===== config.mk =====
export PLATFORM = sky130hd
export DESIGN_NAME = efi_ctrl_hub_flat
export DESIGN_NICKNAME = d
export VERILOG_FILES = /design/src/rtl/efi_ctrl_hub_pkg.sv /design/src/rtl/efi_ctrl_hub_if.sv /design/src/rtl/efi_ctrl_hub_rpm_div.sv /design/src/rtl/efi_ctrl_hub.sv /design/src/flat_wrapper.sv
export SDC_FILE = /design/constraint.sdc
export NUM_CORES = 1
export LEC_CHECK = 0
export ABC_AREA = 1
export CORE_ASPECT_RATIO = 1.5
export CORE_UTILIZATION = 40
export DETAILED_ROUTE_END_ITERATION = 8
export SYNTH_ARGS = -nofsm -noshare
export SYNTH_HDL_FRONTEND = slang
export SYNTH_SLANG_ARGS = --single-unit

===== constraint.sdc =====
create_clock -name clk -period 18.97 [get_ports clk]
set_input_delay 3.794 -clock clk [delete_from_list [all_inputs] [get_ports clk]]
set_output_delay 3.794 -clock clk [all_outputs]
set_load 0.005 [all_outputs]

===== src/rtl/efi_ctrl_hub_pkg.sv =====
// Shared definitions for the EFI control hub: register map, routing modes,
// divider states and power-on configuration values.
package efi_ctrl_hub_pkg;

  localparam logic [5:0] ADDR_CTRL      = 6'd0;
  localparam logic [5:0] ADDR_TOOTH     = 6'd1;
  localparam logic [5:0] ADDR_MISSING   = 6'd2;
  localparam logic [5:0] ADDR_TIMING    = 6'd3;
  localparam logic [5:0] ADDR_DWELL     = 6'd4;
  localparam logic [5:0] ADDR_REV_LIMIT = 6'd5;
  localparam logic [5:0] ADDR_COMMIT    = 6'd6;
  localparam logic [5:0] ADDR_IGN_PHASE = 6'd8;
  localparam logic [5:0] ADDR_INJ_PW    = 6'd16;
  localparam logic [5:0] ADDR_STATUS    = 6'd32;
  localparam logic [5:0] ADDR_RPM       = 6'd33;

  typedef enum logic [1:0] {
    MODE_INDEP     = 2'b00,
    MODE_DIST      = 2'b01,
    MODE_WASTED    = 2'b10,
    MODE_INDEP_ALT = 2'b11
  } mode_t;

  typedef enum logic [1:0] {
    DIV_IDLE = 2'b00,
    DIV_RUN  = 2'b01,
    DIV_DONE = 2'b10
  } div_state_t;

  typedef struct packed {
    logic [15:0] ctrl;
    logic [15:0] tooth_cnt;
    logic [15:0] teeth_missing;
    logic [15:0] ign_timing;
    logic [15:0] dwell;
    logic [15:0] rev_limit;
  } efi_cfg_t;

  localparam efi_cfg_t CFG_DEFAULT = '{
    ctrl:          16'h0037,
    tooth_cnt:     16'd60,
    teeth_missing: 16'd2,
    ign_timing:    16'd342,
    dwell:         16'd342,
    rev_limit:     16'd0
  };

  localparam logic [15:0] DEF_INJ_PW0 = 16'd2000;

  function automatic logic [15:0] quanta_of(input logic [15:0] tooth_cnt);
    return {tooth_cnt[7:0], 8'h00};
  endfunction

  function automatic logic [15:0] phase_default(input int idx, input int n);
    logic [15:0] q;
    q = quanta_of(CFG_DEFAULT.tooth_cnt);
    return 16'(idx * (int'(q) / n));
  endfunction

  // Quotients above 16 bits, or a zero divisor, pin the RPM at full scale.
  function automatic logic [15:0] rpm_sat(input logic [25:0] quo, input logic div_zero);
    return (div_zero || (quo[25:16] != 10'h000)) ? 16'hFFFF : quo[15:0];
  endfunction

endpackage


===== src/rtl/efi_ctrl_hub_if.sv =====
// Register bus between the SPI slave (master side) and the control hub.
interface efi_ctrl_hub_if;
  logic        reg_wr_en;
  logic [5:0]  reg_addr;
  logic [15:0] reg_wr_data;
  logic [15:0] reg_rd_data;

  modport master (output reg_wr_en, reg_addr, reg_wr_data, input reg_rd_data);
  modport slave  (input reg_wr_en, reg_addr, reg_wr_data, output reg_rd_data);
endinterface


===== src/rtl/efi_ctrl_hub_rpm_div.sv =====
// Sequential restoring divider computing RPM = RPM_CONST / divisor over 26
// iterations, saturating to 0xFFFF; abort drops any division in flight.
module efi_rpm_div
  import efi_ctrl_hub_pkg::*;
#(
  parameter int unsigned RPM_CONST = 64_000_000,
  parameter int unsigned RPM_SUM_W = 20
) (
  input  logic                 clk,
  input  logic                 rst,
  input  logic                 start,
  input  logic                 abort,
  input  logic [RPM_SUM_W-1:0] divisor,
  output logic                 busy,
  output logic                 done,
  output logic [15:0]          result
);

  localparam int unsigned  ITER      = 26;
  localparam logic [25:0]  DIVIDEND  = 26'(RPM_CONST);
  localparam logic [4:0]   LAST_ITER = 5'(ITER - 1);

  div_state_t           state_r, state_nxt_s;
  logic [RPM_SUM_W-1:0] div_r, rem_r, rem_nxt_s;
  logic [RPM_SUM_W:0]   rem_sh_s, diff_s;
  logic [25:0]          quo_r, quo_nxt_s;
  logic [4:0]           cnt_r;
  logic                 ge_s;
  logic [15:0]          result_r;
  logic                 unused_msb_s;

  // State register.
  always_ff @(posedge clk or posedge rst) begin
    if (rst) state_r <= DIV_IDLE;
    else     state_r <= state_nxt_s;
  end

  // Next-state decode.
  always_comb begin
    state_nxt_s = state_r;
    case (state_r)
      DIV_IDLE: begin
        if (start && !abort) state_nxt_s = DIV_RUN;
        else                 state_nxt_s = DIV_IDLE;
      end
      DIV_RUN: begin
        if (abort)                   state_nxt_s = DIV_IDLE;
        else if (cnt_r == LAST_ITER) state_nxt_s = DIV_DONE;
        else                         state_nxt_s = DIV_RUN;
      end
      DIV_DONE: state_nxt_s = DIV_IDLE;
      default:  state_nxt_s = DIV_IDLE;
    endcase
  end

  // Status outputs decoded from the state register.
  always_comb begin
    busy = 1'b0;
    done = 1'b0;
    case (state_r)
      DIV_RUN:  busy = 1'b1;
      DIV_DONE: begin
        busy = 1'b1;
        done = 1'b1;
      end
      default: begin
        busy = 1'b0;
        done = 1'b0;
      end
    endcase
  end

  // One restoring step: quotient bits shift in as dividend bits shift out.
  always_comb begin
    rem_sh_s  = {rem_r, quo_r[25]};
    ge_s      = (rem_sh_s >= {1'b0, div_r});
    diff_s    = rem_sh_s - {1'b0, div_r};
    rem_nxt_s = ge_s ? diff_s[RPM_SUM_W-1:0] : rem_sh_s[RPM_SUM_W-1:0];
    quo_nxt_s = {quo_r[24:0], ge_s};
  end

  assign unused_msb_s = diff_s[RPM_SUM_W];

  // Divider datapath.
  always_ff @(posedge clk or posedge rst) begin
    if (rst) begin
      div_r    <= {RPM_SUM_W{1'b0}};
      rem_r    <= {RPM_SUM_W{1'b0}};
      quo_r    <= 26'h0;
      cnt_r    <= 5'd0;
      result_r <= 16'h0000;
    end else if (state_r == DIV_IDLE && start && !abort) begin
      div_r <= divisor;
      rem_r <= {RPM_SUM_W{1'b0}};
      quo_r <= DIVIDEND;
      cnt_r <= 5'd0;
    end else if (state_r == DIV_RUN) begin
      rem_r <= rem_nxt_s;
      quo_r <= quo_nxt_s;
      cnt_r <= cnt_r + 5'd1;
      if (cnt_r == LAST_ITER)
        result_r <= rpm_sat(quo_nxt_s, div_r == {RPM_SUM_W{1'b0}});
    end
  end

  assign result = result_r;

endmodule


===== src/rtl/efi_ctrl_hub.sv =====
// EFI control hub: shadow/active register bank committed at engine-cycle
// boundaries, RPM measurement, rev limiter and ignition/injector routing.
module efi_ctrl_hub
  import efi_ctrl_hub_pkg::*;
#(
  parameter int unsigned NUM_IGN   = 4,
  parameter int unsigned NUM_INJ   = 2,
  parameter int unsigned RPM_CONST = 64_000_000,
  parameter int unsigned RPM_SUM_W = 20,
  parameter int unsigned REV_HYST  = 200
) (
  input  logic                    clk,
  input  logic                    reset,
  efi_ctrl_hub_if.slave           bus,
  input  logic                    synced,
  input  logic                    trigger,
  input  logic                    cycle_start,
  input  logic [31:0]             rpm_sum,
  input  logic [NUM_IGN-1:0]      ign_req,
  input  logic [NUM_INJ-1:0]      inj_req,
  output logic [NUM_IGN-1:0]      ign_out,
  output logic [NUM_INJ-1:0]      inj_out,
  output logic [15:0]             cfg_tooth_cnt,
  output logic [15:0]             cfg_teeth_missing,
  output logic [15:0]             cfg_ign_timing,
  output logic [15:0]             cfg_dwell,
  output logic [15:0]             cfg_quanta_per_rev,
  output logic [16*NUM_IGN-1:0]   cfg_ign_phase,
  output logic [16*NUM_INJ-1:0]   cfg_inj_pw,
  output logic [15:0]             rpm,
  output logic                    rev_cut
);

  localparam logic [7:0]  IGN_MASK     = 8'((1 << NUM_IGN) - 1);
  localparam logic [3:0]  INJ_MASK     = 4'((1 << NUM_INJ) - 1);
  localparam logic [15:0] CTRL_WR_MASK = {2'b00, 2'b11, INJ_MASK, IGN_MASK};

  function automatic logic [NUM_IGN-1:0][15:0] phase_defaults();
    logic [NUM_IGN-1:0][15:0] v;
    for (int i = 0; i < NUM_IGN; i++) v[i] = phase_default(i, NUM_IGN);
    return v;
  endfunction

  function automatic logic [NUM_INJ-1:0][15:0] pw_defaults();
    logic [NUM_INJ-1:0][15:0] v;
    for (int i = 0; i < NUM_INJ; i++) v[i] = (i == 0) ? DEF_INJ_PW0 : 16'h0000;
    return v;
  endfunction

  localparam logic [NUM_IGN-1:0][15:0] PHASE_DEF = phase_defaults();
  localparam logic [NUM_INJ-1:0][15:0] PW_DEF    = pw_defaults();

  efi_cfg_t                 sh_r, act_r;
  logic [NUM_IGN-1:0][15:0] sh_phase_r, act_phase_r;
  logic [NUM_INJ-1:0][15:0] sh_pw_r, act_pw_r;
  logic [15:0]              quanta_r;
  logic                     pending_r, xfer_s, wr_s;
  logic [15:0]              rd_s, rd_r;
  logic [15:0]              rpm_r, rel_s;
  logic                     rev_cut_r, rev_nxt_s;
  logic                     div_busy_s, div_done_s;
  logic [15:0]              div_result_s;
  logic [NUM_IGN-1:0]       e_s, route_s, ign_nxt_s, ign_out_r;
  logic [NUM_INJ-1:0]       inj_nxt_s, inj_out_r;
  mode_t                    mode_s;
  logic                     unused_bits_s;

  assign wr_s   = bus.reg_wr_en;
  assign xfer_s = pending_r & (cycle_start | ~synced);

  // Shadow register writes; the power-on ctrl value is loaded as-is, later writes are masked.
  always_ff @(posedge clk or posedge reset) begin
    if (reset) begin
      sh_r       <= CFG_DEFAULT;
      sh_phase_r <= PHASE_DEF;
      sh_pw_r    <= PW_DEF;
    end else if (wr_s) begin
      case (bus.reg_addr)
        ADDR_CTRL:      sh_r.ctrl          <= bus.reg_wr_data & CTRL_WR_MASK;
        ADDR_TOOTH:     sh_r.tooth_cnt     <= bus.reg_wr_data;
        ADDR_MISSING:   sh_r.teeth_missing <= bus.reg_wr_data;
        ADDR_TIMING:    sh_r.ign_timing    <= bus.reg_wr_data;
        ADDR_DWELL:     sh_r.dwell         <= bus.reg_wr_data;
        ADDR_REV_LIMIT: sh_r.rev_limit     <= bus.reg_wr_data;
        default:        sh_r               <= sh_r;
      endcase
      for (int i = 0; i < NUM_IGN; i++)
        if (bus.reg_addr == ADDR_IGN_PHASE + 6'(i)) sh_phase_r[i] <= bus.reg_wr_data;
      for (int i = 0; i < NUM_INJ; i++)
        if (bus.reg_addr == ADDR_INJ_PW + 6'(i)) sh_pw_r[i] <= bus.reg_wr_data;
    end
  end

  // Active copy; the transfer sees the shadow value from before any same-cycle write.
  always_ff @(posedge clk or posedge reset) begin
    if (reset) begin
      act_r       <= CFG_DEFAULT;
      act_phase_r <= PHASE_DEF;
      act_pw_r    <= PW_DEF;
      quanta_r    <= quanta_of(CFG_DEFAULT.tooth_cnt);
    end else if (xfer_s) begin
      act_r       <= sh_r;
      act_phase_r <= sh_phase_r;
      act_pw_r    <= sh_pw_r;
      quanta_r    <= quanta_of(sh_r.tooth_cnt);
    end
  end

  // Commit pending flag.
  always_ff @(posedge clk or posedge reset) begin
    if (reset)                                        pending_r <= 1'b0;
    else if (xfer_s)                                  pending_r <= 1'b0;
    else if (wr_s && bus.reg_addr == ADDR_COMMIT)     pending_r <= 1'b1;
  end

  // Read mux over shadow registers and status.
  always_comb begin
    rd_s = 16'h0000;
    case (bus.reg_addr)
      ADDR_CTRL:      rd_s = sh_r.ctrl;
      ADDR_TOOTH:     rd_s = sh_r.tooth_cnt;
      ADDR_MISSING:   rd_s = sh_r.teeth_missing;
      ADDR_TIMING:    rd_s = sh_r.ign_timing;
      ADDR_DWELL:     rd_s = sh_r.dwell;
      ADDR_REV_LIMIT: rd_s = sh_r.rev_limit;
      ADDR_STATUS:    rd_s = {13'h0000, pending_r, rev_cut_r, synced};
      ADDR_RPM:       rd_s = rpm_r;
      default:        rd_s = 16'h0000;
    endcase
    for (int i = 0; i < NUM_IGN; i++)
      rd_s = (bus.reg_addr == ADDR_IGN_PHASE + 6'(i)) ? sh_phase_r[i] : rd_s;
    for (int i = 0; i < NUM_INJ; i++)
      rd_s = (bus.reg_addr == ADDR_INJ_PW + 6'(i)) ? sh_pw_r[i] : rd_s;
  end

  // Registered read data.
  always_ff @(posedge clk or posedge reset) begin
    if (reset) rd_r <= 16'h0000;
    else       rd_r <= rd_s;
  end

  efi_rpm_div #(
    .RPM_CONST (RPM_CONST),
    .RPM_SUM_W (RPM_SUM_W)
  ) u_rpm_div (
    .clk     (clk),
    .rst     (reset),
    .start   (trigger & synced),
    .abort   (~synced),
    .divisor (rpm_sum[RPM_SUM_W-1:0]),
    .busy    (div_busy_s),
    .done    (div_done_s),
    .result  (div_result_s)
  );

  // Rev limiter decision for a freshly arrived RPM result.
  always_comb begin
    rel_s     = (act_r.rev_limit > 16'(REV_HYST)) ? act_r.rev_limit - 16'(REV_HYST) : 16'h0000;
    rev_nxt_s = rev_cut_r;
    if (act_r.rev_limit == 16'h0000)         rev_nxt_s = 1'b0;
    else if (div_result_s >= act_r.rev_limit) rev_nxt_s = 1'b1;
    else if (div_result_s < rel_s)            rev_nxt_s = 1'b0;
    else                                      rev_nxt_s = rev_cut_r;
  end

  // RPM result and rev-cut state; losing sync clears both immediately.
  always_ff @(posedge clk or posedge reset) begin
    if (reset) begin
      rpm_r     <= 16'h0000;
      rev_cut_r <= 1'b0;
    end else if (!synced) begin
      rpm_r     <= 16'h0000;
      rev_cut_r <= 1'b0;
    end else if (div_done_s) begin
      rpm_r     <= div_result_s;
      rev_cut_r <= rev_nxt_s;
    end
  end

  assign mode_s = mode_t'(act_r.ctrl[13:12]);
  assign e_s    = ign_req & act_r.ctrl[NUM_IGN-1:0];

  // Ignition routing by mode, then global gating.
  always_comb begin
    route_s = {NUM_IGN{1'b0}};
    case (mode_s)
      MODE_DIST: route_s[0] = |e_s;
      MODE_WASTED: begin
        if ((NUM_IGN % 2) == 0) begin
          for (int i = 0; i < NUM_IGN / 2; i++) route_s[i] = e_s[i] | e_s[i + NUM_IGN / 2];
        end else begin
          route_s = e_s;
        end
      end
      default: route_s = e_s;
    endcase
    if (rev_cut_r || !synced) ign_nxt_s = {NUM_IGN{1'b0}};
    else                      ign_nxt_s = route_s;
    inj_nxt_s = inj_req & act_r.ctrl[8 +: NUM_INJ] & {NUM_INJ{synced & ~rev_cut_r}};
  end

  // Registered channel outputs.
  always_ff @(posedge clk or posedge reset) begin
    if (reset) begin
      ign_out_r <= {NUM_IGN{1'b0}};
      inj_out_r <= {NUM_INJ{1'b0}};
    end else begin
      ign_out_r <= ign_nxt_s;
      inj_out_r <= inj_nxt_s;
    end
  end

  assign unused_bits_s = ^{rpm_sum, act_r.ctrl, div_busy_s};

  assign bus.reg_rd_data    = rd_r;
  assign ign_out            = ign_out_r;
  assign inj_out            = inj_out_r;
  assign cfg_tooth_cnt      = act_r.tooth_cnt;
  assign cfg_teeth_missing  = act_r.teeth_missing;
  assign cfg_ign_timing     = act_r.ign_timing;
  assign cfg_dwell          = act_r.dwell;
  assign cfg_quanta_per_rev = quanta_r;
  assign cfg_ign_phase      = act_phase_r;
  assign cfg_inj_pw         = act_pw_r;
  assign rpm                = rpm_r;
  assign rev_cut            = rev_cut_r;

endmodule

===== src/flat_wrapper.sv =====
// flat-port wrapper written by rule: the top's interface ports become plain ports
module efi_ctrl_hub_flat import efi_ctrl_hub_pkg::*;
#(
  parameter int unsigned NUM_IGN   = 4,
  parameter int unsigned NUM_INJ   = 2,
  parameter int unsigned RPM_CONST = 64_000_000,
  parameter int unsigned RPM_SUM_W = 20,
  parameter int unsigned REV_HYST  = 200
)
  (clk, reset, synced, trigger, cycle_start, rpm_sum, ign_req, inj_req, ign_out, inj_out, cfg_tooth_cnt, cfg_teeth_missing, cfg_ign_timing, cfg_dwell, cfg_quanta_per_rev, cfg_ign_phase, cfg_inj_pw, rpm, rev_cut, bus_reg_wr_en, bus_reg_addr, bus_reg_wr_data, bus_reg_rd_data);
  efi_ctrl_hub_if bus_i ();
  input  logic clk;
  input  logic reset;
  input  logic synced;
  input  logic trigger;
  input  logic cycle_start;
  input  logic [31:0] rpm_sum;
  input  logic [NUM_IGN-1:0] ign_req;
  input  logic [NUM_INJ-1:0] inj_req;
  output logic [NUM_IGN-1:0] ign_out;
  output logic [NUM_INJ-1:0] inj_out;
  output logic [15:0] cfg_tooth_cnt;
  output logic [15:0] cfg_teeth_missing;
  output logic [15:0] cfg_ign_timing;
  output logic [15:0] cfg_dwell;
  output logic [15:0] cfg_quanta_per_rev;
  output logic [16*NUM_IGN-1:0] cfg_ign_phase;
  output logic [16*NUM_INJ-1:0] cfg_inj_pw;
  output logic [15:0] rpm;
  output logic rev_cut;
  input wire logic [$bits(bus_i.reg_wr_en)-1:0] bus_reg_wr_en;
  input wire logic [$bits(bus_i.reg_addr)-1:0] bus_reg_addr;
  input wire logic [$bits(bus_i.reg_wr_data)-1:0] bus_reg_wr_data;
  output wire logic [$bits(bus_i.reg_rd_data)-1:0] bus_reg_rd_data;
  assign bus_i.reg_wr_en = bus_reg_wr_en;
  assign bus_i.reg_addr = bus_reg_addr;
  assign bus_i.reg_wr_data = bus_reg_wr_data;
  assign bus_reg_rd_data = bus_i.reg_rd_data;
  efi_ctrl_hub #(.NUM_IGN(NUM_IGN), .NUM_INJ(NUM_INJ), .RPM_CONST(RPM_CONST), .RPM_SUM_W(RPM_SUM_W), .REV_HYST(REV_HYST)) u_core (.clk(clk), .reset(reset), .bus(bus_i), .synced(synced), .trigger(trigger), .cycle_start(cycle_start), .rpm_sum(rpm_sum), .ign_req(ign_req), .inj_req(inj_req), .ign_out(ign_out), .inj_out(inj_out), .cfg_tooth_cnt(cfg_tooth_cnt), .cfg_teeth_missing(cfg_teeth_missing), .cfg_ign_timing(cfg_ign_timing), .cfg_dwell(cfg_dwell), .cfg_quanta_per_rev(cfg_quanta_per_rev), .cfg_ign_phase(cfg_ign_phase), .cfg_inj_pw(cfg_inj_pw), .rpm(rpm), .rev_cut(rev_cut));
endmodule

==> metrics <==
CP startpoint kind=primary input; TritonRoute pass-1 iters=6; Seq/Total Area, Yosys=0.548; EDFF count, synth=0; # port buffers=260; VDD IR-drop max=0.0606 mV; Site Rows=107; share of layout cells above drive strength 1=0.0815; Synth top cells by count=nand2_1, dfrtp_1, o21ai_0; Max Freq=0.146 GHz; chip width=197 µm; RSZ-0062 raised after global routing=false; Vias/cell=5.14; CTS H-tree lvls=2; Critical Path RT=19400 ps; RePlAce Congestion=0.914; Routed Antenna Nets=0; num ports=281; total detailed-routing wirelength=70400 µm; nets=2893; DR vias=18364; Crit Path Class=in2reg; slack of the worst reg-to-reg path=15730 ps; post-DR wirelength/cell=19.7 µm; total CTS buffers=48; post-route cell area=0.0271 mm²; first-pass GRT wire length=107000 µm; most used flip-flop cell after synthesis=dfrtp_1; max cap viols=0; post-cts resize count=0; post-synthesis instance total=2646; Yosys top cell area share=0.464; largest net degree at the start of global routing=201; Final setup viols=0; Ys Warns=0; clk sinks=498; crit end category=register; number of distinct library cells after synthesis=58; Layout area overhead=18.4%; status=complete, no violations; Lkg Pwr=12.7 nW; PwrDens=145 mW/mm²; Iter 0 DRT Violations=1478; synth top area cells=dfrtp_1, nand2_1, dfstp_2; initial antenna violation count=2; Post-Place Cell Area=0.0254 mm²; All-Layer GR Usage=0.243; slew margin rel.=0.162; CTS tree=done; clock skew=13.8 ps; Hold Slack=452 ps; detailed placement HPWL=51100 µm; gr ovfl total=0; async set or reset register ratio after synthesis=1.00; hold path cells=2; final worst path period need=6860 ps; syn_area_per_cell=8.66 µm²; die height=295 µm; synthesized area=0.0229 mm²; die area=0.0583 mm²; Yosys reg bits=498; slew of the pin with the lowest slew margin=1250 ps; Max Buffers Root-to-Sink=3; area leader, netlist=dfrtp_1; Tcrit/Tclk final=0.362; R2R depth=12; Clock transition at path regs=60 ps; clk root buf=clkbuf_16; Max Slew Vio Count=0; postcts setup bufs=0; vias in the first global route=17904; DRC violations left=0; Critical Path AT=7290 ps; top-count cell post-synth=nand2_1; insertion delay to the later sink of the worst-skew pair=590 ps; core area=0.0568 mm²; Fin. Hold Viols=0; Fin Setup TNS=0 ps; Crit Path Max Fanout=42; Starting Density=0.404; hold buffers post-CTS=0; Worst Hold Class=reg2reg; Filler Cells Inserted=5565
## where the power goes
part           switching (mW)  leakage (nW)  internal (mW)
Sequential              0.220          6.42           1.38
Combinational           0.711          5.50          0.604
Clock                   0.428         0.820          0.592
Total                    1.36          12.7           2.57
## per-stage QoR
step / std cells / power (mW) / worst slack, ps / utilization
after floorplan: 2653 / 2.40 / 1390 / -
after global placement: 3483 / 2.91 / 11470 / 0.448
after detailed placement: 3483 / 2.93 / 11400 / 0.448
after CTS: 3573 / 3.97 / 12050 / 0.478
after global routing: 3573 / 4.19 / 11750 / 0.478
final: 3574 / 3.93 / 12110 / 0.478
## critical path, stage by stage
cell and delay (ps):
clkdlybuf4s50_1 1070, nand4_1 570, inv_1 900, nor2_1 120, inv_1 650, o21ai_0 180
## metal layers
metal | global-route usage | wire (µm) | share of wire
met5 | 0 | 34 | 0.00048
met4 | 0.107 | 3080 | 0.044
met3 | 0.0357 | 3650 | 0.052
met2 | 0.423 | 35100 | 0.50
met1 | 0.299 | 28500 | 0.40
## cell type report
| class | count | area, µm² | area share |
|---|---|---|---|
| antenna | 1 | 2.50 | 0.0000923 |
| multi-input combinational | 1704 | 8290 | 0.306 |
| timing repair buffer | 272 | 2720 | 0.100 |
| inverter | 246 | 932 | 0.0344 |
| tap | 763 | 955 | 0.0352 |
| sequential | 498 | 12600 | 0.463 |
| clock buffer | 63 | 1370 | 0.0505 |
| clock inverter | 27 | 308 | 0.0113 |
## kinds of logic after synthesis
family	share of synthesized area
flip-flops	0.548
adder cells (fa/ha/maj)	0.0314
other	0.000164
AND/OR/NAND/NOR	0.195
buffers and inverters	0.0921
XOR/XNOR	0.00420
AO/OA/AOI/OAI	0.129
## state kept, by name, indices dropped and copies added, names as in the netlist, 16 cells and up
| name | count |
|---|---|
| u_core.sh_r | 89 |
| u_core.cfg_teeth_missing | 16 |
| u_core.sh_pw_r | 32 |
| u_core.sh_phase_r | 64 |
| u_core.u_rpm_div.result | 16 |
| u_core.cfg_dwell | 16 |
| u_core.bus.reg_rd_data | 16 |
| u_core.act_r | 24 |
| u_core.u_rpm_div.div_r | 20 |
| u_core.cfg_ign_phase | 64 |
| u_core.u_rpm_div.quo_r | 26 |
| u_core.cfg_ign_timing | 16 |
| u_core.cfg_inj_pw | 32 |
| u_core.u_rpm_div.rem_r | 20 |
| u_core.cfg_tooth_cnt | 16 |
| u_core.rpm | 16 |
## layout by cell type, fill, tap and decap left out, types with 11 or more instances in the layout
master           instances
nand2_1                853
dfrtp_1                425
o21ai_0                310
clkdlybuf4s50_1        260
inv_1                  232
nor2_1                  88
dfstp_2                 73
a21oi_1                 70
nand3_1                 69
o22ai_1                 58
ha_1                    56
clkbuf_16               49
o21ai_1                 39
nand4_1                 27
clkinv_2                14
nor4_1                  13
o211ai_1                12
inv_2                   11
nand2_2                 11
## final timing paths
path                                            startpoint                    endpoint
worst max-delay path                                synced  u_core.u_rpm_div.rem_r[11]
worst min-delay path                       u_core.sh_r[85]             u_core.sh_r[85]
worst max register to register  u_core.u_rpm_div.div_r[16]  u_core.u_rpm_div.rem_r[12]
worst min register to register             u_core.sh_r[85]             u_core.sh_r[85]
max in group asynchronous                            reset        u_core.sh_phase_r[6]
min in group asynchronous                            reset               u_core.rpm[2]
No activity file was read; power rests on OpenSTA's default activity.
